[src/rtl/sram_axi_bridge_mc.sv]
// sram_axi_bridge_mc: NUM_CH SRAM-like channels onto one AXI3 master.
// Round-robin grant, MAX_RD reads in flight, one write; AXI ID = channel.
// Ports: aclk/aresetn (sync, active-low); ch_* per-channel SRAM-like
//   request/response buses (flattened, channel i at slice i);
//   ar*/r*/aw*/w*/b* AXI3 master channels.
// Option: define SRAM_AXI_BRIDGE_RAW_CHECK_EN to block a read only when it
//   hits the pending write's word; otherwise any pending write blocks reads.
module sram_axi_bridge_mc #(
  parameter int NUM_CH = 2,
  parameter int MAX_RD = 4
) (
  input  logic                  aclk,
  input  logic                  aresetn,
  input  logic [NUM_CH-1:0]     ch_req,
  input  logic [NUM_CH-1:0]     ch_wr,
  input  logic [2*NUM_CH-1:0]   ch_size,
  input  logic [4*NUM_CH-1:0]   ch_wstrb,
  input  logic [32*NUM_CH-1:0]  ch_addr,
  input  logic [32*NUM_CH-1:0]  ch_wdata,
  output logic [NUM_CH-1:0]     ch_addr_ok,
  output logic [NUM_CH-1:0]     ch_data_ok,
  output logic [32*NUM_CH-1:0]  ch_rdata,
  output logic [3:0]            arid,
  output logic [31:0]           araddr,
  output logic [7:0]            arlen,
  output logic [2:0]            arsize,
  output logic [1:0]            arburst,
  output logic [1:0]            arlock,
  output logic [3:0]            arcache,
  output logic [2:0]            arprot,
  output logic                  arvalid,
  input  logic                  arready,
  input  logic [3:0]            rid,
  input  logic [31:0]           rdata,
  input  logic [1:0]            rresp,
  input  logic                  rlast,
  input  logic                  rvalid,
  output logic                  rready,
  output logic [3:0]            awid,
  output logic [31:0]           awaddr,
  output logic [7:0]            awlen,
  output logic [2:0]            awsize,
  output logic [1:0]            awburst,
  output logic [1:0]            awlock,
  output logic [3:0]            awcache,
  output logic [2:0]            awprot,
  output logic                  awvalid,
  input  logic                  awready,
  output logic [3:0]            wid,
  output logic [31:0]           wdata,
  output logic [3:0]            wstrb,
  output logic                  wlast,
  output logic                  wvalid,
  input  logic                  wready,
  input  logic [3:0]            bid,
  input  logic [1:0]            bresp,
  input  logic                  bvalid,
  output logic                  bready
);

  localparam int PW = (NUM_CH > 1) ? $clog2(NUM_CH) : 1;

  typedef enum logic [1:0] {
    S_IDLE,
    S_SEND,
    S_WAITB
  } wst_t;

  wst_t          r_wst;
  logic [PW-1:0] r_ptr;
  logic [3:0]    r_rd_cnt [NUM_CH];
  logic [3:0]    r_rd_total;

  logic          r_arvalid;
  logic [3:0]    r_arid;
  logic [31:0]   r_araddr;
  logic [2:0]    r_arsize;

  logic          r_awvalid;
  logic          r_wvalid;
  logic          r_bready;
  logic [3:0]    r_wch;
  logic [31:0]   r_waddr;
  logic [31:0]   r_wdata;
  logic [3:0]    r_wstrb;
  logic [2:0]    r_awsize;

  logic              w_busy;
  logic              w_ar_free;
  logic              w_rd_room;
  logic [NUM_CH-1:0] w_elig;
  logic              w_gnt_vld;
  logic [PW-1:0]     w_gnt;
  logic [PW:0]       w_idx;
  logic [PW-1:0]     w_nxt_ptr;
  logic              w_rd_gnt;
  logic              w_wr_gnt;
  logic [31:0]       w_sel_addr;
  logic [31:0]       w_sel_wdata;
  logic [3:0]        w_sel_wstrb;
  logic [1:0]        w_sel_size;
  logic [NUM_CH-1:0] w_rret;
  logic [NUM_CH-1:0] w_bret;
  logic              w_aw_done;
  logic              w_w_done;
  logic              w_unused_ok;

  assign w_unused_ok = ^{rresp, rlast, bresp};

  assign w_busy    = (r_wst != S_IDLE);
  // AR slot reusable when empty or draining this cycle
  assign w_ar_free = !r_arvalid || arready;
  assign w_rd_room = (r_rd_total < 4'(MAX_RD));

  always_comb begin
    w_elig = '0;
    for (int i = 0; i < NUM_CH; i++) begin
      if (ch_wr[i]) begin
        w_elig[i] = ch_req[i] && !w_busy && (r_rd_cnt[i] == 4'd0);
      end else begin
        w_elig[i] = ch_req[i] && w_ar_free && w_rd_room
`ifdef SRAM_AXI_BRIDGE_RAW_CHECK_EN
          && !(w_busy && (r_wch == 4'(i)))
          && !(w_busy && (ch_addr[32*i+2 +: 30] == r_waddr[31:2]));
`else
          && !w_busy;
`endif
      end
    end
  end

  // round-robin scan starting at r_ptr
  always_comb begin
    w_gnt_vld = 1'b0;
    w_gnt     = '0;
    w_idx     = '0;
    for (int k = 0; k < NUM_CH; k++) begin
      w_idx = {1'b0, r_ptr} + (PW+1)'(k);
      if (w_idx >= (PW+1)'(NUM_CH)) begin
        w_idx = w_idx - (PW+1)'(NUM_CH);
      end
      if (!w_gnt_vld && w_elig[w_idx[PW-1:0]]) begin
        w_gnt_vld = 1'b1;
        w_gnt     = w_idx[PW-1:0];
      end
    end
  end

  assign w_nxt_ptr = (w_gnt == PW'(NUM_CH-1)) ? '0 : w_gnt + PW'(1);

  always_comb begin
    w_sel_addr  = '0;
    w_sel_wdata = '0;
    w_sel_wstrb = '0;
    w_sel_size  = '0;
    for (int i = 0; i < NUM_CH; i++) begin
      if (w_gnt == PW'(i)) begin
        w_sel_addr  = ch_addr[32*i +: 32];
        w_sel_wdata = ch_wdata[32*i +: 32];
        w_sel_wstrb = ch_wstrb[4*i +: 4];
        w_sel_size  = ch_size[2*i +: 2];
      end
    end
  end

  assign w_rd_gnt = w_gnt_vld && !ch_wr[w_gnt];
  assign w_wr_gnt = w_gnt_vld && ch_wr[w_gnt];

  always_comb begin
    ch_addr_ok = '0;
    w_rret     = '0;
    w_bret     = '0;
    ch_rdata   = '0;
    for (int i = 0; i < NUM_CH; i++) begin
      ch_addr_ok[i] = w_gnt_vld && (w_gnt == PW'(i));
      w_rret[i]     = rvalid && (rid == 4'(i));
      w_bret[i]     = bvalid && r_bready && (bid == 4'(i));
      if (w_rret[i]) begin
        ch_rdata[32*i +: 32] = rdata;
      end
    end
  end

  assign ch_data_ok = w_rret | w_bret;

  always_ff @(posedge aclk) begin
    if (!aresetn) begin
      r_ptr      <= '0;
      r_rd_total <= '0;
      r_arvalid  <= 1'b0;
      r_arid     <= '0;
      r_araddr   <= '0;
      r_arsize   <= '0;
      for (int i = 0; i < NUM_CH; i++) begin
        r_rd_cnt[i] <= '0;
      end
    end else begin
      if (w_gnt_vld) begin
        r_ptr <= w_nxt_ptr;
      end
      if (r_arvalid && arready) begin
        r_arvalid <= 1'b0;
      end
      if (w_rd_gnt) begin
        r_arvalid <= 1'b1;
        r_arid    <= 4'(w_gnt);
        r_araddr  <= w_sel_addr;
        r_arsize  <= {1'b0, w_sel_size};
      end
      // grant and return in one cycle net to no change
      for (int i = 0; i < NUM_CH; i++) begin
        r_rd_cnt[i] <= r_rd_cnt[i]
          + 4'(w_rd_gnt && (w_gnt == PW'(i)))
          - 4'(w_rret[i]);
      end
      r_rd_total <= r_rd_total + 4'(w_rd_gnt) - 4'(|w_rret);
    end
  end

  assign w_aw_done = !r_awvalid || awready;
  assign w_w_done  = !r_wvalid || wready;

  always_ff @(posedge aclk) begin
    if (!aresetn) begin
      r_wst     <= S_IDLE;
      r_awvalid <= 1'b0;
      r_wvalid  <= 1'b0;
      r_bready  <= 1'b0;
      r_wch     <= '0;
      r_waddr   <= '0;
      r_wdata   <= '0;
      r_wstrb   <= '0;
      r_awsize  <= '0;
    end else begin
      unique case (r_wst)
        S_IDLE: begin
          if (w_wr_gnt) begin
            r_wst     <= S_SEND;
            r_awvalid <= 1'b1;
            r_wvalid  <= 1'b1;
            r_wch     <= 4'(w_gnt);
            r_waddr   <= w_sel_addr;
            r_wdata   <= w_sel_wdata;
            r_wstrb   <= w_sel_wstrb;
            r_awsize  <= {1'b0, w_sel_size};
          end
        end
        S_SEND: begin
          if (awready) r_awvalid <= 1'b0;
          if (wready)  r_wvalid  <= 1'b0;
          if (w_aw_done && w_w_done) begin
            r_wst    <= S_WAITB;
            r_bready <= 1'b1;
          end
        end
        S_WAITB: begin
          if (bvalid) begin
            r_wst    <= S_IDLE;
            r_bready <= 1'b0;
          end
        end
        default: r_wst <= S_IDLE;
      endcase
    end
  end

  assign arid    = r_arid;
  assign araddr  = r_araddr;
  assign arlen   = 8'd0;
  assign arsize  = r_arsize;
  assign arburst = 2'b01;
  assign arlock  = 2'b00;
  assign arcache = 4'd0;
  assign arprot  = 3'd0;
  assign arvalid = r_arvalid;
  assign rready  = 1'b1;

  assign awid    = r_wch;
  assign awaddr  = r_waddr;
  assign awlen   = 8'd0;
  assign awsize  = r_awsize;
  assign awburst = 2'b01;
  assign awlock  = 2'b00;
  assign awcache = 4'd0;
  assign awprot  = 3'd0;
  assign awvalid = r_awvalid;

  assign wid     = r_wch;
  assign wdata   = r_wdata;
  assign wstrb   = r_wstrb;
  assign wlast   = 1'b1;
  assign wvalid  = r_wvalid;
  assign bready  = r_bready;

endmodule

[config.mk]
export PLATFORM = sky130hd
export DESIGN_NAME = sram_axi_bridge_mc
export DESIGN_NICKNAME = d
export VERILOG_FILES = /design/src/rtl/sram_axi_bridge_mc.sv
export SDC_FILE = /design/constraint.sdc
export NUM_CORES = 1
export LEC_CHECK = 0
export ABC_AREA = 1
export BUFFER_PORTS_ARGS = -buffer_cell sky130_fd_sc_hd__clkbuf_2
export CAP_MARGIN = 20
export CORE_AREA = 2 2 164 166
export CTS_CLUSTER_SIZE = 25
export DETAILED_ROUTE_END_ITERATION = 8
export DIE_AREA = 0 0 166 168
export GPL_TIMING_DRIVEN = 1
export SLEW_MARGIN = 40
export SYNTH_ARGS = -nofsm -noshare
export SYNTH_HDL_FRONTEND = slang
export SYNTH_SLANG_ARGS = --single-unit
export TNS_END_PERCENT = 5
[constraint.sdc]
create_clock -name aclk -period 2.8 [get_ports aclk]
set_input_delay 0.28 -clock aclk [delete_from_list [all_inputs] [get_ports aclk]]
set_output_delay 0.28 -clock aclk [all_outputs]
set_load 0.02 [all_outputs]
==> reports/metrics.cfg, run 1 <==
[status]
outcome=finished clean

[sta]
fin_setup_tns_ns=0
setup_ws_ns=0.2525
whs_ns=0.1549
slew_headroom=0.6584
report.final.hold_viol_count=0
max_freq_mhz=392.5
rsz0062_at_grt=false
period_needed_ns=2.548
slew_viol_final=0
finalCritPeriodShare=0.9098
setup-violations-final=0
skew_ns=0.01547
worst_pin_slew_ns=0.5124

[global_routing]
top_usage_layer=met2
grt_max_degree=80
grt_pass1_wl_mm=38.05
grt_overflow_total=0
met1_usage=0.1941
grt_pass1_vias=7665
grt_util_met3=0.03244
use_met2=0.3152
antenna_found_initial=1
grt_usage=0.1678

[route]
dr_total_vias=8412
drt-total-wl_mm=23.98
drtIter0Drc=387
dr.pass1.iters=4
post-route-drc-count=0
via_per_inst=4.107
routedWlPerCell_um=11.71
ant_nets=0

[min_path]
hold_path_class=primary input to flip-flop
holdPathStages=4

[critical_path]
path_class=flip-flop to output port
path_common_cell=nand2_1
critical_path_depth=12
path_cells=inv_1, ha_1, nand2_1, nor2_1, nand2_1, nand2_1, nand2_1, nand2_4, clkbuf_8, inv_1, nor2_1, clkbuf_2
crit_slowest_cell=clkbuf_8
cpPeakStageDelay_ns=0.40
cp_num_buf_inv=4
crit_arrival_ns=2.27
crit_fanout=69
reg2reg_depth=16
worst_setup_path_start_kind=flip-flop
cp.required_ns=2.52
crit_family=buffers and inverters
endpoint_kind=output port

[cells_and_area]
final_cell_mix=nand2_1 (416), clkbuf_2 (368), inv_1 (308)
area_delta_synth_final_pct=31.20
final_area_um2=10290
final_layout_size_suffix_gt1_frac=0.2551
final_common_cell=nand2_1
final_nets=1907

[floorplan]
core_um2=26350
die_h_um=168
dieArea_um2=27890
die_w_um=166
rows=60
io-pin-count=426
initial_utilization=0.2976

[logic_synthesis]
synth_top_cell_by_area=dfxtp_1
ys_seq_elements=125
syn_area_per_cell_um2=5.766
ys_warn_count=0
synth_top_area_frac=0.3191
yosysUniqueCellTypes=25
netlist_area_um2=7841
ys_seq_area_frac=0.3191
synthCells=1360
ys_top_cells_by_area=dfxtp_1 (32%), nand2_1 (20%), inv_1 (15%)

[power]
p_total_mw=10.73
vdd_drop_max_mv=0.4696
powerDensity_nw_per_um2=1043
p_int_mw=5.521
combPwrFrac=0.540
seq_power_share=0.270
swShare=0.4857
switchingPower_mw=5.213
p_clk_frac=0.190
power_leakage_nw=6.621

[cts]
h-tree-depth=4
cts_buffers=17
clockBufferDepth=2
clkTransAtPathRegs_ns=0.06
clock_sinks=125
clk_latency_ns=0.41
cts_tree=done
post-cts-setup-buffers=0
root_buffer=clkbuf_16

[placed_design]
gp_congestion=0.8736
hpwl_mm=17.83
dp_slack_ns=0.2339
placed_area_um2=9719
portBuffers=369

[run]
drv_cap=0

## synthesized netlist by cell type
cell and instances:
a21oi_1 13, buf_6 9, nor2_1 216, buf_1 12, conb_1 2, buf_4 58
nand2_4 1, nor4_1 1, a211oi_1 2, o22ai_1 1, a21o_1 3, nor3_1 1
dfxtp_1 125, clkbuf_1 24, o21ai_0 6, xnor2_1 3, inv_1 308, fa_1 3
nand3_1 109, inv_2 12, ha_1 15, buf_2 17, nand3_2 1, nor2_2 1
nand2_1 417
## timing repair
action | in CTS | in global routing
hold buffers | 0 | 0
setup endpoints to repair | 1 | 6
resized for setup | 1 | 5
endpoints found under the hold margin | 0 | 0
## sequential cells by signal (all words and copies together), names as in the netlist, 2 cells and up
register / cells
r_rd_cnt: 8
wdata: 32
awaddr: 32
arsize: 2
r_rd_total: 4
r_wst: 2
wstrb: 4
araddr: 32
awsize: 2
## per-layer routing
metal / vias up / share of wire / wire length [µm]
li1: 4444 / - / -
met1: 3690 / 0.42 / 10070
met2: 253 / 0.51 / 12290
met3: 25 / 0.048 / 1140
met4: 0 / 0.020 / 474
met5: - / 0 / 0
## worst min-delay path: cells and delay by family
kind	cells	cell delay, ns
and+or+nand+nor	2	0.10
AOI/OAI and AO/OA	1	0.05
buffers and inverters	1	0.09
## path summary, 6_finish.rpt
path / slack (ns) / start / to
hold / removal: 0.15 / awready / awvalid
setup reg to reg: 0.35 / r_rd_cnt[0][2] / r_rd_total[2]
hold reg to reg: 0.48 / wvalid / wvalid
setup / recovery: 0.25 / r_rd_cnt[0][2] / ch_addr_ok[0]
## per-stage QoR
stage               cells    util
finish               2048  0.3904
global route         2047  0.3903
CTS                  2046  0.3896
detailed placement   2015  0.3689
global placement     2015  0.3689
floorplan            1409       -
## kinds of logic (layout without fill, tap and decap cells)
logic type / count (synthesis) / count (layout) / share of synthesized area
compound gates: 25 / 25 / 0.01771
xor+xnor: 3 / 3 / 0.003351
fa+ha+maj: 18 / 18 / 0.03159
buf+inv: 440 / 736 / 0.2497
flops: 125 / 125 / 0.3191
other cells: 2 / 53 / 0.0009578
simple gates: 747 / 747 / 0.3775
## power by group through the flow
| stage | logic, mW | clock network (mW) | registers [mW] |
|---|---|---|---|
| after floorplan | 3.46 | 0 | 3.72 |
| after global placement | 5.75 | 0 | 2.90 |
| after detailed placement | 5.81 | 0 | 2.94 |
| after CTS | 5.85 | 2.13 | 2.91 |
| after global routing | 6.56 | 2.21 | 3.00 |
| final | 5.80 | 2.04 | 2.90 |
## final cells by class
class                   instances  area, µm²
diodes                          2      5.005
fillers                      2908      16060
clock buffers                  19      452.9
clock inverters                12      88.84
multi-input cells             844       3595
well taps                     341      426.7
flip-flops and latches        125       2502
inverters                     320       1201
repair buffers                385       2016
Note: power is estimated with default switching activity, not from simulation.
==> run 2, diff against run 1 <==
PLACE_DENSITY_LB_ADDON = 0.2   (was default)
TNS_END_PERCENT = 1   (was 5)
==> reports/metrics.cfg, run 2 (synthesis gave the netlist of run 1 again) <==
[status]
outcome=finished clean

[critical_path]
endpoint_kind=output port
ff2ff_setup_slack_ns=0.32
worst_setup_path_start_kind=flip-flop
crit_fanout=70
cp-startpoint=r_rd_total[2]
cp.required_ns=2.52
reg2reg_depth=15
critPathCapture=ch_addr_ok[0]
rr_endpoint=r_rd_total[2]
reg2reg_from=r_rd_total[2]
crit_arrival_ns=2.23
path_class=flip-flop to output port

[power]
powerDensity_nw_per_um2=1064
vdd_drop_max_mv=0.3936
power_leakage_nw=6.700
p_total_mw=11.09

[cts]
cts_tree=done
h-tree-depth=4
clockBufferDepth=2
clk_latency_ns=0.42
clkTransAtPathRegs_ns=0.06
root_buffer=clkbuf_16
cts_buffers=17
hold_buffers=0
clock_sinks=125

[floorplan]
die_h_um=168
initial_utilization=0.2976
io-pin-count=426
core_um2=26350
die_w_um=166
rows=60
dieArea_um2=27890

[placed_design]
gp_congestion=0.7942
placed_area_um2=9767
portBuffers=369
hpwl_mm=18.67

[global_routing]
antenna_found_initial=2
grt_max_degree=78
grt_overflow_total=0
met1_usage=0.2060
top_usage_layer=met2
use_met2=0.3264
grt_pass1_vias=7504
grt_pass1_wl_mm=38.97
grt_usage=0.1745
grt_util_met3=0.03173

[route]
drt-total-wl_mm=25.61
dr_total_vias=8330
via_per_inst=4.056
ant_nets=0
dr.pass1.iters=4
drtIter0Drc=368
post-route-drc-count=0
routedWlPerCell_um=12.47

[sta]
max_freq_mhz=398.1
skew_ns=0.01412
period_needed_ns=2.512
finalCritPeriodShare=0.8971
setup-violations-final=0
rsz0062_at_grt=false
slew_viol_final=0
fin_setup_tns_ns=0
report.final.hold_viol_count=0
whs_ns=0.1524

[cells_and_area]
final_cell_mix=nand2_1 (416), clkbuf_2 (367), inv_1 (308)
final_nets=1913
fillCellCount=2974
final_area_um2=10430
final_common_cell=nand2_1
area_delta_synth_final_pct=33.00
final_layout_size_suffix_gt1_frac=0.2582

[run]
drv_cap=0

[min_path]
hold_path_class=primary input to flip-flop

-- run 2: cell count changes in the layout (fill, tap and decap cells not counted), moves of 2 or more --
cell,change
buf_12,+3
buf_4,+3
clkinv_4,+3
clkbuf_16,+2
clkbuf_8,-2
clkinvlp_4,-2
-- run 2: report_power, final --
| part | switching [mW] | internal, mW | leakage [nW] |
|---|---|---|---|
| sequential | 0.373 | 2.53 | 1.03 |
| combinational | 4.07 | 1.95 | 5.40 |
| clock | 0.919 | 1.26 | 0.266 |
-- run 2: per-stage QoR --
step | instances | utilization | setup slack, ns
2_1_floorplan | 1409 | - | 0.3373
3_5_place_dp | 2018 | 0.3707 | 0.2098
5_1_grt | 2054 | 0.3958 | 0.04517
6_report | 2054 | 0.3958 | 0.2881
3_3_place_gp | 2018 | 0.3707 | 0.2810
4_1_cts | 2050 | 0.3928 | 0.01128
-- run 2: area by class of cell --
cell class | count | area [µm²] | area share
tap | 341 | 426.7 | 0.04091
inverter | 320 | 1201 | 0.1152
sequential | 125 | 2502 | 0.2400
multi-input combinational | 844 | 3600 | 0.3452
timing repair buffer | 391 | 2123 | 0.2036
clock inverter | 14 | 133.9 | 0.01284
antenna | 1 | 2.502 | 0.0002400
clock buffer | 18 | 439.2 | 0.04211
-- run 2: what timing repair did --
action,in CTS,in global routing
pin swaps,0,1
endpoints found under the setup margin,2,2
buffers inserted,0,1
gates resized for setup,3,6
cloned,0,2
-- run 2: worst min-delay path by stage --
stage | start | to | slack (ns) | cells past startpoint
floorplan | r_ptr | r_ptr | 0.44 | 2
global placement | r_ptr | r_ptr | 0.47 | 2
detailed placement | wvalid | wvalid | 0.47 | 2
CTS | wready | wvalid | 0.13 | 4
global route | wready | wvalid | 0.16 | 4
finish | wready | wvalid | 0.15 | 4
-- run 2: worst max-delay path, stage by stage (launching register included) --
cell and delay (ns):
dfxtp_1 0.30, inv_1 0.08, ha_1 0.18, nand2_1 0.06, nand2_1 0.06, nand2_1 0.09
nor2_4 0.17, inv_2 0.06, nand2_4 0.07, buf_8 0.37, inv_1 0.10, nor2_1 0.10
buf_2 0.19
-- run 2: metal layers --
metal	vias up	share of wire
met2	234	0.52
met4	0	0.0080
met5	-	0
met1	3633	0.43
met3	14	0.044
li1	4449	-
